### config.mk
export PLATFORM = sky130hd
export DESIGN_NAME = mc_ctrl_flat
export DESIGN_NICKNAME = d
export VERILOG_FILES = /design/src/rtl/mc_ctrl_if.sv /design/src/rtl/mc_ctrl.sv /design/src/flat_wrapper.sv
export SDC_FILE = /design/constraint.sdc
export NUM_CORES = 1
export LEC_CHECK = 0
export ABC_AREA = 0
export CORE_MARGIN = 4
export CORE_UTILIZATION = 50
export DETAILED_ROUTE_END_ITERATION = 16
export GPL_TIMING_DRIVEN = 0
export PLACE_DENSITY_LB_ADDON = 0.12
export SYNTH_ARGS = -nofsm -noshare
export SYNTH_HDL_FRONTEND = slang
export SYNTH_SLANG_ARGS = --single-unit
### constraint.sdc
create_clock -name clk -period 5.4 [get_ports clk]
set_input_delay 1.08 -clock clk [delete_from_list [all_inputs] [get_ports clk]]
set_output_delay 1.08 -clock clk [all_outputs]
set_load 0.02 [all_outputs]
### src/rtl/mc_ctrl_if.sv
// Control-unit bundle between the multi-cycle controller and the datapath.
// The datapath (master) supplies the decoded instruction fields and the
// memory/ALU status. The controller (slave) returns every enable, every mux
// select and its debug view.
// Handshake: mem_ready is a level-sensitive completion flag. While the
// controller holds a memory strobe (mem_read/mem_write) in FETCH or MEM, an
// access completes on the first rising edge that sees mem_ready=1. The
// strobe stays high and stable until that edge. mem_ready is ignored in
// every other state.
interface mc_ctrl_if #(
  parameter int CNT_W = 32
);
  logic [5:0]       opcode;
  logic [5:0]       funct;
  logic             zero;
  logic             mem_ready;

  logic             pc_write;
  logic [1:0]       pc_src;
  logic             ir_write;
  logic             i_or_d;
  logic             mem_read;
  logic             mem_write;
  logic             reg_dst;
  logic             mem_to_reg;
  logic             reg_write;
  logic             alu_src_a;
  logic [1:0]       alu_src_b;
  logic [3:0]       alu_ctrl;
  logic             illegal;
  logic [2:0]       state;
  logic [CNT_W-1:0] instr_count;

  modport master (
    output opcode, funct, zero, mem_ready,
    input  pc_write, pc_src, ir_write, i_or_d, mem_read, mem_write,
           reg_dst, mem_to_reg, reg_write, alu_src_a, alu_src_b, alu_ctrl,
           illegal, state, instr_count
  );

  modport slave (
    input  opcode, funct, zero, mem_ready,
    output pc_write, pc_src, ir_write, i_or_d, mem_read, mem_write,
           reg_dst, mem_to_reg, reg_write, alu_src_a, alu_src_b, alu_ctrl,
           illegal, state, instr_count
  );
endinterface

### src/rtl/mc_ctrl.sv
// Multi-cycle Moore control unit. It steps one instruction at a time through
// FETCH/DECODE/EXEC/MEM/WB and drives every datapath enable and select.
// It stalls on mem_ready, parks in TRAP on an unsupported instruction and
// counts retired instructions.
module mc_ctrl #(
  parameter int CNT_W = 32
) (
  input logic        clk,
  input logic        rst,
  mc_ctrl_if.slave   bus
);

  typedef enum logic [2:0] {
    FETCH  = 3'd0,
    DECODE = 3'd1,
    EXEC   = 3'd2,
    MEM    = 3'd3,
    WB     = 3'd4,
    TRAP   = 3'd7
  } state_t;

  localparam logic [5:0] OP_RTYPE = 6'b000000;
  localparam logic [5:0] OP_LW    = 6'b100011;
  localparam logic [5:0] OP_SW    = 6'b101011;
  localparam logic [5:0] OP_BEQ   = 6'b000100;
  localparam logic [5:0] OP_ADDI  = 6'b001000;
  localparam logic [5:0] OP_J     = 6'b000010;

  localparam logic [5:0] FN_ADD = 6'b100000;
  localparam logic [5:0] FN_SUB = 6'b100010;
  localparam logic [5:0] FN_AND = 6'b100100;
  localparam logic [5:0] FN_OR  = 6'b100101;
  localparam logic [5:0] FN_SLT = 6'b101010;

  localparam logic [3:0] ALU_ADD = 4'b0010;
  localparam logic [3:0] ALU_SUB = 4'b0110;
  localparam logic [3:0] ALU_AND = 4'b0000;
  localparam logic [3:0] ALU_OR  = 4'b0001;
  localparam logic [3:0] ALU_SLT = 4'b0111;

  state_t           state_q, state_d;
  logic [CNT_W-1:0] count_q;
  logic             retire;

  logic             is_rtype, is_lw, is_sw, is_beq, is_addi, is_j;
  logic             funct_ok;
  logic [3:0]       r_alu;

  logic             pc_write_c, ir_write_c, mem_read_c, mem_write_c, reg_write_c;

  assign is_rtype = (bus.opcode == OP_RTYPE);
  assign is_lw    = (bus.opcode == OP_LW);
  assign is_sw    = (bus.opcode == OP_SW);
  assign is_beq   = (bus.opcode == OP_BEQ);
  assign is_addi  = (bus.opcode == OP_ADDI);
  assign is_j     = (bus.opcode == OP_J);

  // Map an R-type funct field to its ALU operation and flag unsupported ones.
  always_comb begin
    r_alu    = ALU_ADD;
    funct_ok = 1'b1;
    case (bus.funct)
      FN_ADD:  r_alu = ALU_ADD;
      FN_SUB:  r_alu = ALU_SUB;
      FN_AND:  r_alu = ALU_AND;
      FN_OR:   r_alu = ALU_OR;
      FN_SLT:  r_alu = ALU_SLT;
      default: funct_ok = 1'b0;
    endcase
  end

  // State register; reset wins over every transition, including TRAP.
  always_ff @(posedge clk) begin
    if (rst) state_q <= FETCH;
    else     state_q <= state_d;
  end

  // Next-state logic and Moore outputs for the current state.
  always_comb begin
    state_d        = state_q;
    retire         = 1'b0;
    pc_write_c     = 1'b0;
    ir_write_c     = 1'b0;
    mem_read_c     = 1'b0;
    mem_write_c    = 1'b0;
    reg_write_c    = 1'b0;
    bus.pc_src     = 2'b00;
    bus.i_or_d     = 1'b0;
    bus.reg_dst    = 1'b0;
    bus.mem_to_reg = 1'b0;
    bus.alu_src_a  = 1'b0;
    bus.alu_src_b  = 2'b00;
    bus.alu_ctrl   = ALU_AND;
    case (state_q)
      FETCH: begin
        mem_read_c    = 1'b1;
        bus.alu_src_b = 2'b01;
        bus.alu_ctrl  = ALU_ADD;
        if (bus.mem_ready) begin
          ir_write_c = 1'b1;
          pc_write_c = 1'b1;
          state_d    = DECODE;
        end
      end
      DECODE: begin
        // ALU precomputes PC + (imm << 2) so beq has its target ready.
        bus.alu_src_b = 2'b11;
        bus.alu_ctrl  = ALU_ADD;
        if (is_j) begin
          pc_write_c = 1'b1;
          bus.pc_src = 2'b10;
          retire     = 1'b1;
          state_d    = FETCH;
        end else if ((is_rtype && funct_ok) || is_lw || is_sw || is_beq || is_addi) begin
          state_d = EXEC;
        end else begin
          state_d = TRAP;
        end
      end
      EXEC: begin
        bus.alu_src_a = 1'b1;
        if (is_rtype) begin
          bus.alu_src_b = 2'b00;
          bus.alu_ctrl  = r_alu;
          state_d       = WB;
        end else if (is_beq) begin
          bus.alu_src_b = 2'b00;
          bus.alu_ctrl  = ALU_SUB;
          bus.pc_src    = 2'b01;
          pc_write_c    = bus.zero;
          retire        = 1'b1;
          state_d       = FETCH;
        end else begin
          bus.alu_src_b = 2'b10;
          bus.alu_ctrl  = ALU_ADD;
          state_d       = is_addi ? WB : MEM;
        end
      end
      MEM: begin
        bus.i_or_d  = 1'b1;
        mem_read_c  = is_lw;
        mem_write_c = is_sw;
        if (bus.mem_ready) begin
          if (is_sw) begin
            retire  = 1'b1;
            state_d = FETCH;
          end else begin
            state_d = WB;
          end
        end
      end
      WB: begin
        reg_write_c    = 1'b1;
        bus.reg_dst    = is_rtype;
        bus.mem_to_reg = is_lw;
        retire         = 1'b1;
        state_d        = FETCH;
      end
      TRAP: begin
        state_d = TRAP;
      end
      default: begin
        state_d = TRAP;
      end
    endcase
  end

  // Retired-instruction counter, wraps naturally at 2^CNT_W.
  always_ff @(posedge clk) begin
    if (rst)         count_q <= '0;
    else if (retire) count_q <= count_q + 1'b1;
  end

  // Strobes are suppressed while reset is held so nothing fires mid-reset.
  assign bus.pc_write    = pc_write_c  & ~rst;
  assign bus.ir_write    = ir_write_c  & ~rst;
  assign bus.mem_read    = mem_read_c  & ~rst;
  assign bus.mem_write   = mem_write_c & ~rst;
  assign bus.reg_write   = reg_write_c & ~rst;
  assign bus.illegal     = (state_q == TRAP);
  assign bus.state       = state_q;
  assign bus.instr_count = count_q;

endmodule

### src/flat_wrapper.sv
// flat-port wrapper written by rule: the top's interface ports become plain ports
module mc_ctrl_flat 
#(
  parameter int CNT_W = 32
)
  (clk, rst, bus_opcode, bus_funct, bus_zero, bus_mem_ready, bus_pc_write, bus_pc_src, bus_ir_write, bus_i_or_d, bus_mem_read, bus_mem_write, bus_reg_dst, bus_mem_to_reg, bus_reg_write, bus_alu_src_a, bus_alu_src_b, bus_alu_ctrl, bus_illegal, bus_state, bus_instr_count);
  mc_ctrl_if #(.CNT_W(CNT_W)) bus_i ();
  input logic clk;
  input logic rst;
  input wire logic [$bits(bus_i.opcode)-1:0] bus_opcode;
  input wire logic [$bits(bus_i.funct)-1:0] bus_funct;
  input wire logic [$bits(bus_i.zero)-1:0] bus_zero;
  input wire logic [$bits(bus_i.mem_ready)-1:0] bus_mem_ready;
  output wire logic [$bits(bus_i.pc_write)-1:0] bus_pc_write;
  output wire logic [$bits(bus_i.pc_src)-1:0] bus_pc_src;
  output wire logic [$bits(bus_i.ir_write)-1:0] bus_ir_write;
  output wire logic [$bits(bus_i.i_or_d)-1:0] bus_i_or_d;
  output wire logic [$bits(bus_i.mem_read)-1:0] bus_mem_read;
  output wire logic [$bits(bus_i.mem_write)-1:0] bus_mem_write;
  output wire logic [$bits(bus_i.reg_dst)-1:0] bus_reg_dst;
  output wire logic [$bits(bus_i.mem_to_reg)-1:0] bus_mem_to_reg;
  output wire logic [$bits(bus_i.reg_write)-1:0] bus_reg_write;
  output wire logic [$bits(bus_i.alu_src_a)-1:0] bus_alu_src_a;
  output wire logic [$bits(bus_i.alu_src_b)-1:0] bus_alu_src_b;
  output wire logic [$bits(bus_i.alu_ctrl)-1:0] bus_alu_ctrl;
  output wire logic [$bits(bus_i.illegal)-1:0] bus_illegal;
  output wire logic [$bits(bus_i.state)-1:0] bus_state;
  output wire logic [$bits(bus_i.instr_count)-1:0] bus_instr_count;
  assign bus_i.opcode = bus_opcode;
  assign bus_i.funct = bus_funct;
  assign bus_i.zero = bus_zero;
  assign bus_i.mem_ready = bus_mem_ready;
  assign bus_pc_write = bus_i.pc_write;
  assign bus_pc_src = bus_i.pc_src;
  assign bus_ir_write = bus_i.ir_write;
  assign bus_i_or_d = bus_i.i_or_d;
  assign bus_mem_read = bus_i.mem_read;
  assign bus_mem_write = bus_i.mem_write;
  assign bus_reg_dst = bus_i.reg_dst;
  assign bus_mem_to_reg = bus_i.mem_to_reg;
  assign bus_reg_write = bus_i.reg_write;
  assign bus_alu_src_a = bus_i.alu_src_a;
  assign bus_alu_src_b = bus_i.alu_src_b;
  assign bus_alu_ctrl = bus_i.alu_ctrl;
  assign bus_illegal = bus_i.illegal;
  assign bus_state = bus_i.state;
  assign bus_instr_count = bus_i.instr_count;
  mc_ctrl #(.CNT_W(CNT_W)) u_core (.clk(clk), .rst(rst), .bus(bus_i));
endmodule
-- After elaboration in Yosys (flattened, before gate mapping)
Index checks and enable logic that the tools add are counted.
- register bits: 35
- input bits: 16
- output and inout port bits: 53
- logic and storage cells: 75
- add/sub/neg operators: 1
- eq/ne operators: 17
- muxes and demuxes: 39
- bitwise logic cells: 6
- reductions and logical operators: 10
- operator list (kind ; count):
    6-bit equality test, second input constant ; 7
    32-bit by 1-bit adder with 32-bit output, second input constant ; 1
    3-bit 2-to-1 mux ; 9
    1-bit 2-to-1 mux ; 17
    3-bit one-hot mux with 5 select lines ; 1
    3-bit one-hot mux with 4 select lines ; 1
    2-bit 2-to-1 mux ; 4
    4-bit one-hot mux with 2 select lines ; 1
    3-bit by 2-bit equality test with 1-bit output, second input constant ; 2
    3-bit equality test, second input constant ; 2
    6-bit by 2-bit equality test with 1-bit output, second input constant ; 1
    6-bit by 3-bit equality test with 1-bit output, second input constant ; 1
    6-bit by 4-bit equality test with 1-bit output, second input constant ; 1
    6-bit logical NOT ; 1
    2-bit one-hot mux with 3 select lines ; 1
    1-bit bitwise AND ; 5
    5-bit OR reduction ; 1
    1-bit logical OR ; 4
    4-bit 2-to-1 mux ; 1
    2-bit inequality test, second input constant ; 2
    1-bit one-hot mux with 4 select lines ; 1
    2-bit one-hot mux with 2 select lines ; 1
    3-bit by 1-bit equality test with 1-bit output, second input constant ; 1
    3-bit logical NOT ; 1
    other kinds (6) ; 6

-- Depth between registers and ports, before layout
- word-level depth: 11
- gate-level depth with buffers: 7
- mapped depth without buffers: 6

-- Worst setup path after synthesis
OpenSTA, ideal clock, no wires.
- path type: input-to-output
- from: in bus_funct[1]
- to: out bus_alu_ctrl[0]
- arrival time: 2313 ps
- data required time: 4320 ps
- path slack: 2007 ps
- stages: 3
- path buffers: 0
- cells stage by stage: or3b_2 -> a2bb2oi_1 -> nor4_1
- cells in the longest elaborated chain, start to end: 4
- elaborated cells between the ends (all ways): 7
- classes of those cells: 4 x eq/ne; 3 x mux
- RTL lines (what ; RTL line ; text):
    from (decl) ; flat_wrapper.sv:11 ; input wire logic [$bits(bus_i.funct)-1:0] bus_funct;
    6-bit equality test ; mc_ctrl.sv:62 ; case (bus.funct)
    3-bit one-hot mux with 4 select lines * ; mc_ctrl.sv:62 ;
    4-bit 2-to-1 mux * ; mc_ctrl.sv:122 ; if (is_rtype) begin
    4-bit one-hot mux with 2 select lines * ; mc_ctrl.sv:94 ; case (state_q)
    to (decl) ; flat_wrapper.sv:25 ; output wire logic [$bits(bus_i.alu_ctrl)-1:0] bus_alu_ctrl;
Every way passes the cells marked *; elsewhere a longest branch is shown, timed or not.

-- Worst setup path after layout
- from: in rst
- to: out bus_reg_write
- cells in the longest elaborated chain, start to end: 2
- RTL lines (what ; RTL line ; text):
    from (decl) ; flat_wrapper.sv:9 ; input logic rst;
    1-bit inverter ; mc_ctrl.sv:179 ; assign bus.reg_write = reg_write_c & ~rst;
    1-bit bitwise AND ; mc_ctrl.sv:179 ;
    to (decl) ; flat_wrapper.sv:22 ; output wire logic [$bits(bus_i.reg_write)-1:0] bus_reg_write;
No other way between the ends.

==> metrics list <==
* Post-Syn Area per Cell: 7.682 um^2
- For this run the aggregate overflow at the end of global routing stands at 0.
- Count of yosys warnings during synthesis: 0
* Data arrival time of the worst path: between 3 and 4 ns
- After synthesis, the share of cell area in mux cells is about 1.0%.
- Number of enable flip-flop cells after synthesis: 0
- Final-layout fill cell count: roughly 380
- The worst setup path is captured at an output port.
- After detailed routing, the number of remaining DRC violations is 0.
- Count of final hold-check violations: 0
- Number of antenna violations at the first check in global routing: 0
- Count of antenna-violating nets left after detailed routing: 0
- Worst max-slew margin expressed relative to the limit: 56.87%
- Post-synthesis adder-cell area fraction: less than 1%
- IR analysis of the VDD net gives a maximum drop of 0.0001554 V.
* Width of the die: around 74 um
* Worst Path Max Fanout: 10
* Worst setup margin: 1.084 ns
* Largest family of logic cells by synthesized area: simple AND/OR/NAND/NOR gates
- Via count: about 2600
* Buffer levels on the longest clock path: 2
- Entering global routing, the biggest net connects 11 pins.
- For the worst setup path, the data required time is 4.32 ns.
- Number of vias per cell after detailed routing: about 6.3
* Pwr Density: roughly 200 mW/mm^2
- For the pin with the worst max-slew slack, the measured transition is 0.6439 ns.
* Die Height: roughly 74 um
- Post-CTS Repair Setup Buffers: 0
- Die area: between 0.005 and 0.006 mm^2
* Mapped cell area: roughly 0.0022 mm^2
* Share of post-route cells with drive strength above 1: 5.263%
- Startpoint of the lowest-slack hold path: u_core.bus.instr_count[31]
* Number of iterations in the first detailed-routing pass: 7
- Initial core utilization: 53.20%
- The multi-input combinational cells in the finished layout cover a total of roughly 0.0014 mm^2.
* Routed wire length per instance: 16.19 um
* Clock Tree Root: clkbuf_8
- Proportion of register bits with asynchronous set or reset after synthesis: 0%
- Leaving out fill and tap cells, the most frequent cell in the layout is clkdlybuf4s50_1.
* Capture instance of the worst register-to-register path: u_core.bus.instr_count[30]
* Clock buffer count from CTS: 5
- Post-DP HPWL: 4858 um
- In this run the count of I/O pins placed on the die edge is 69.
- Based on the critical path, the design can be clocked at up to ~230 MHz.
- After floorplanning, the core was divided into 23 placement rows.
* Mapped Cells: about 290
- Type of the worst min-delay path: flop to flop
* Total count of max-transition violations in the final report: 0
- Count of state elements after synthesis: 35
- CTS built an H-tree with a depth of 2.
* First-iteration detailed-routing DRC count: around 190
* First-pass GRT wire length: 10980 um
- Clock sinks: 35
- For this design the static power due to leakage is 0.9476 nW.
- The most critical setup path has its startpoint at rst.
- Sequential elements use between 30% and 40% of the synthesized area.
- For the worst-skew pair, the clock arrives at the later sink with an insertion delay of 0.29 ns.
* Highest-count cells in the layout ignoring fill and taps: clkdlybuf4s50_1 (66), dfxtp_1 (35), a21oi_1 (31)
- The total area inside the core boundary comes to 0.004144 mm^2.
- Post-placement setup slack: 1.140 ns
- Final routed wirelength across all metal layers: about 6700 um
* Number of diodes: 0
* Compound-cell area share of the yosys netlist: 22.36%
* TritonCTS clock tree: done
- RSZ-0062 raised after global routing: false
- Count of nets after finishing: 377
- Source of the worst register-to-register timing path: u_core.bus.instr_count[0]
- End-of-flow core utilization: 72.61%
- The netlist uses 53 different library cells.
- The number of cells on the worst reg-to-reg path is 6.
* Status: complete, no violations
* Startpoint kind of the worst setup timing path: primary input
- Share of the clock period used by the worst path after layout: between 70 and 80%
* Total negative slack for setup checks: 0 ns
* Post-synth top flop: dfxtp_1
- The critical path is of the primary input to output port type.
- Port Buffers: 66
- GPL Wtd Cong: 0.8665
- The area growth from synthesis to layout is 36.49%.
* All-Layer GR Usage: about a quarter
- Seq. cell area: 700.7 um^2
- Post-CTS Resized: 0
- Worst Clk Skew: 0.006810 ns
* Vias in the first global route: roughly 2400
* MaxCap Viol Count: 0
- Worst Setup EP: bus_reg_write
- Number of nets produced by synthesis: between 300 and 400
- Reg2Reg Setup Slack: 2.98 ns
- Share of the synthesized netlist area taken by xor and xnor gates: around 1.2%
* Post-route minimum period: 4.316 ns
* Final count of negative-setup-slack endpoints: 0
- Buffers inserted to repair hold after CTS numbered 0.
- Summing the areas of all and, or, nand and nor instances in the mapped netlist gives 38.08% of the synthesized area.
* Clock slew at reported path FFs: 0.07 ns
-- power breakdown --
| part | total, mW | switching [mW] | internal, mW |
|---|---|---|---|
| Clock | 0.185 | 0.0943 | 0.0905 |
| Sequential | 0.269 | 0.00642 | 0.263 |
| Combinational | 0.148 | 0.0863 | 0.0615 |
-- flip-flops by register name, indices dropped and copies added (netlist names) --
| register | cells |
|---|---|
| u_core.bus.instr_count | 32 |
| u_core.bus.state | 3 |
-- worst min-delay path by stage --
stage                                 endpoint  slack, ns  depth (start not counted)
finish              u_core.bus.instr_count[31]       0.49                          2
global route        u_core.bus.instr_count[31]       0.51                          2
CTS                 u_core.bus.instr_count[31]       0.49                          2
detailed placement  u_core.bus.instr_count[31]       0.48                          2
global placement    u_core.bus.instr_count[31]       0.47                          2
floorplan           u_core.bus.instr_count[31]       0.55                          2
-- stage by stage --
stage	cell area [um^2]	power, mW	instances	hold slack (ns)
after floorplan	2205	0.3570	287	0.5511
after global placement	2928	0.4196	403	0.4683
after detailed placement	2928	0.4196	403	0.4832
after CTS	3009	0.6017	411	0.4919
after global routing	3009	0.6306	411	0.5051
final	3009	0.6014	411	0.4902
-- worst max-delay path, cell delays in order --
cell	delay, ns
clkdlybuf4s50_1	0.54
clkbuf_1	0.43
buf_1	0.52
nor2_1	0.11
clkdlybuf4s50_1	0.56
-- synthesized netlist by cell type (5+ instances only) --
master    count  area [um^2]
clkbuf_1     12        45.04
and4_1        8        70.07
o31ai_1      10        75.07
nand3_1      17        85.08
and3_1        7        43.79
nand2b_1      5        31.28
o21ai_0      21        105.1
or4_1         8        60.06
inv_1         9        33.78
nor2_1       17        63.81
or3_1        15        93.84
nor2b_1       5        31.28
a21oi_1      31        155.2
nand2_1      19        71.32
dfxtp_1      35        700.7
nand4_1       9        56.30
nor3_1        7        35.03
-- kinds of logic after synthesis --
family | count (synthesis)
XOR/XNOR | 3
multiplexers | 2
adder cells (fa/ha/maj) | 1
AO/OA/AOI/OAI | 81
flip-flops | 35
buffers and inverters | 25
other | 1
AND/OR/NAND/NOR | 139
-- metal layers --
metal	track usage [%]	vias up	part of all wire (%)
met3	6.486	9	7.6
met1	33.22	1217	45
li1	-	1234	-
met5	0	-	0
met4	7.905	0	1.4
met2	39.61	124	46
-- area by class of cell --
class                           instances  area share (%)
Multi-Input combinational cell        227           46.44
Sequential cell                        35           23.28
Timing Repair Buffer                   66           21.95
Clock buffer                            7           2.536
Buffer                                 16           2.412
Tap cell                               50           2.079
Inverter                                9           1.123
Clock inverter                          1          0.1663
Note: power is estimated with default switching activity, not from simulation.
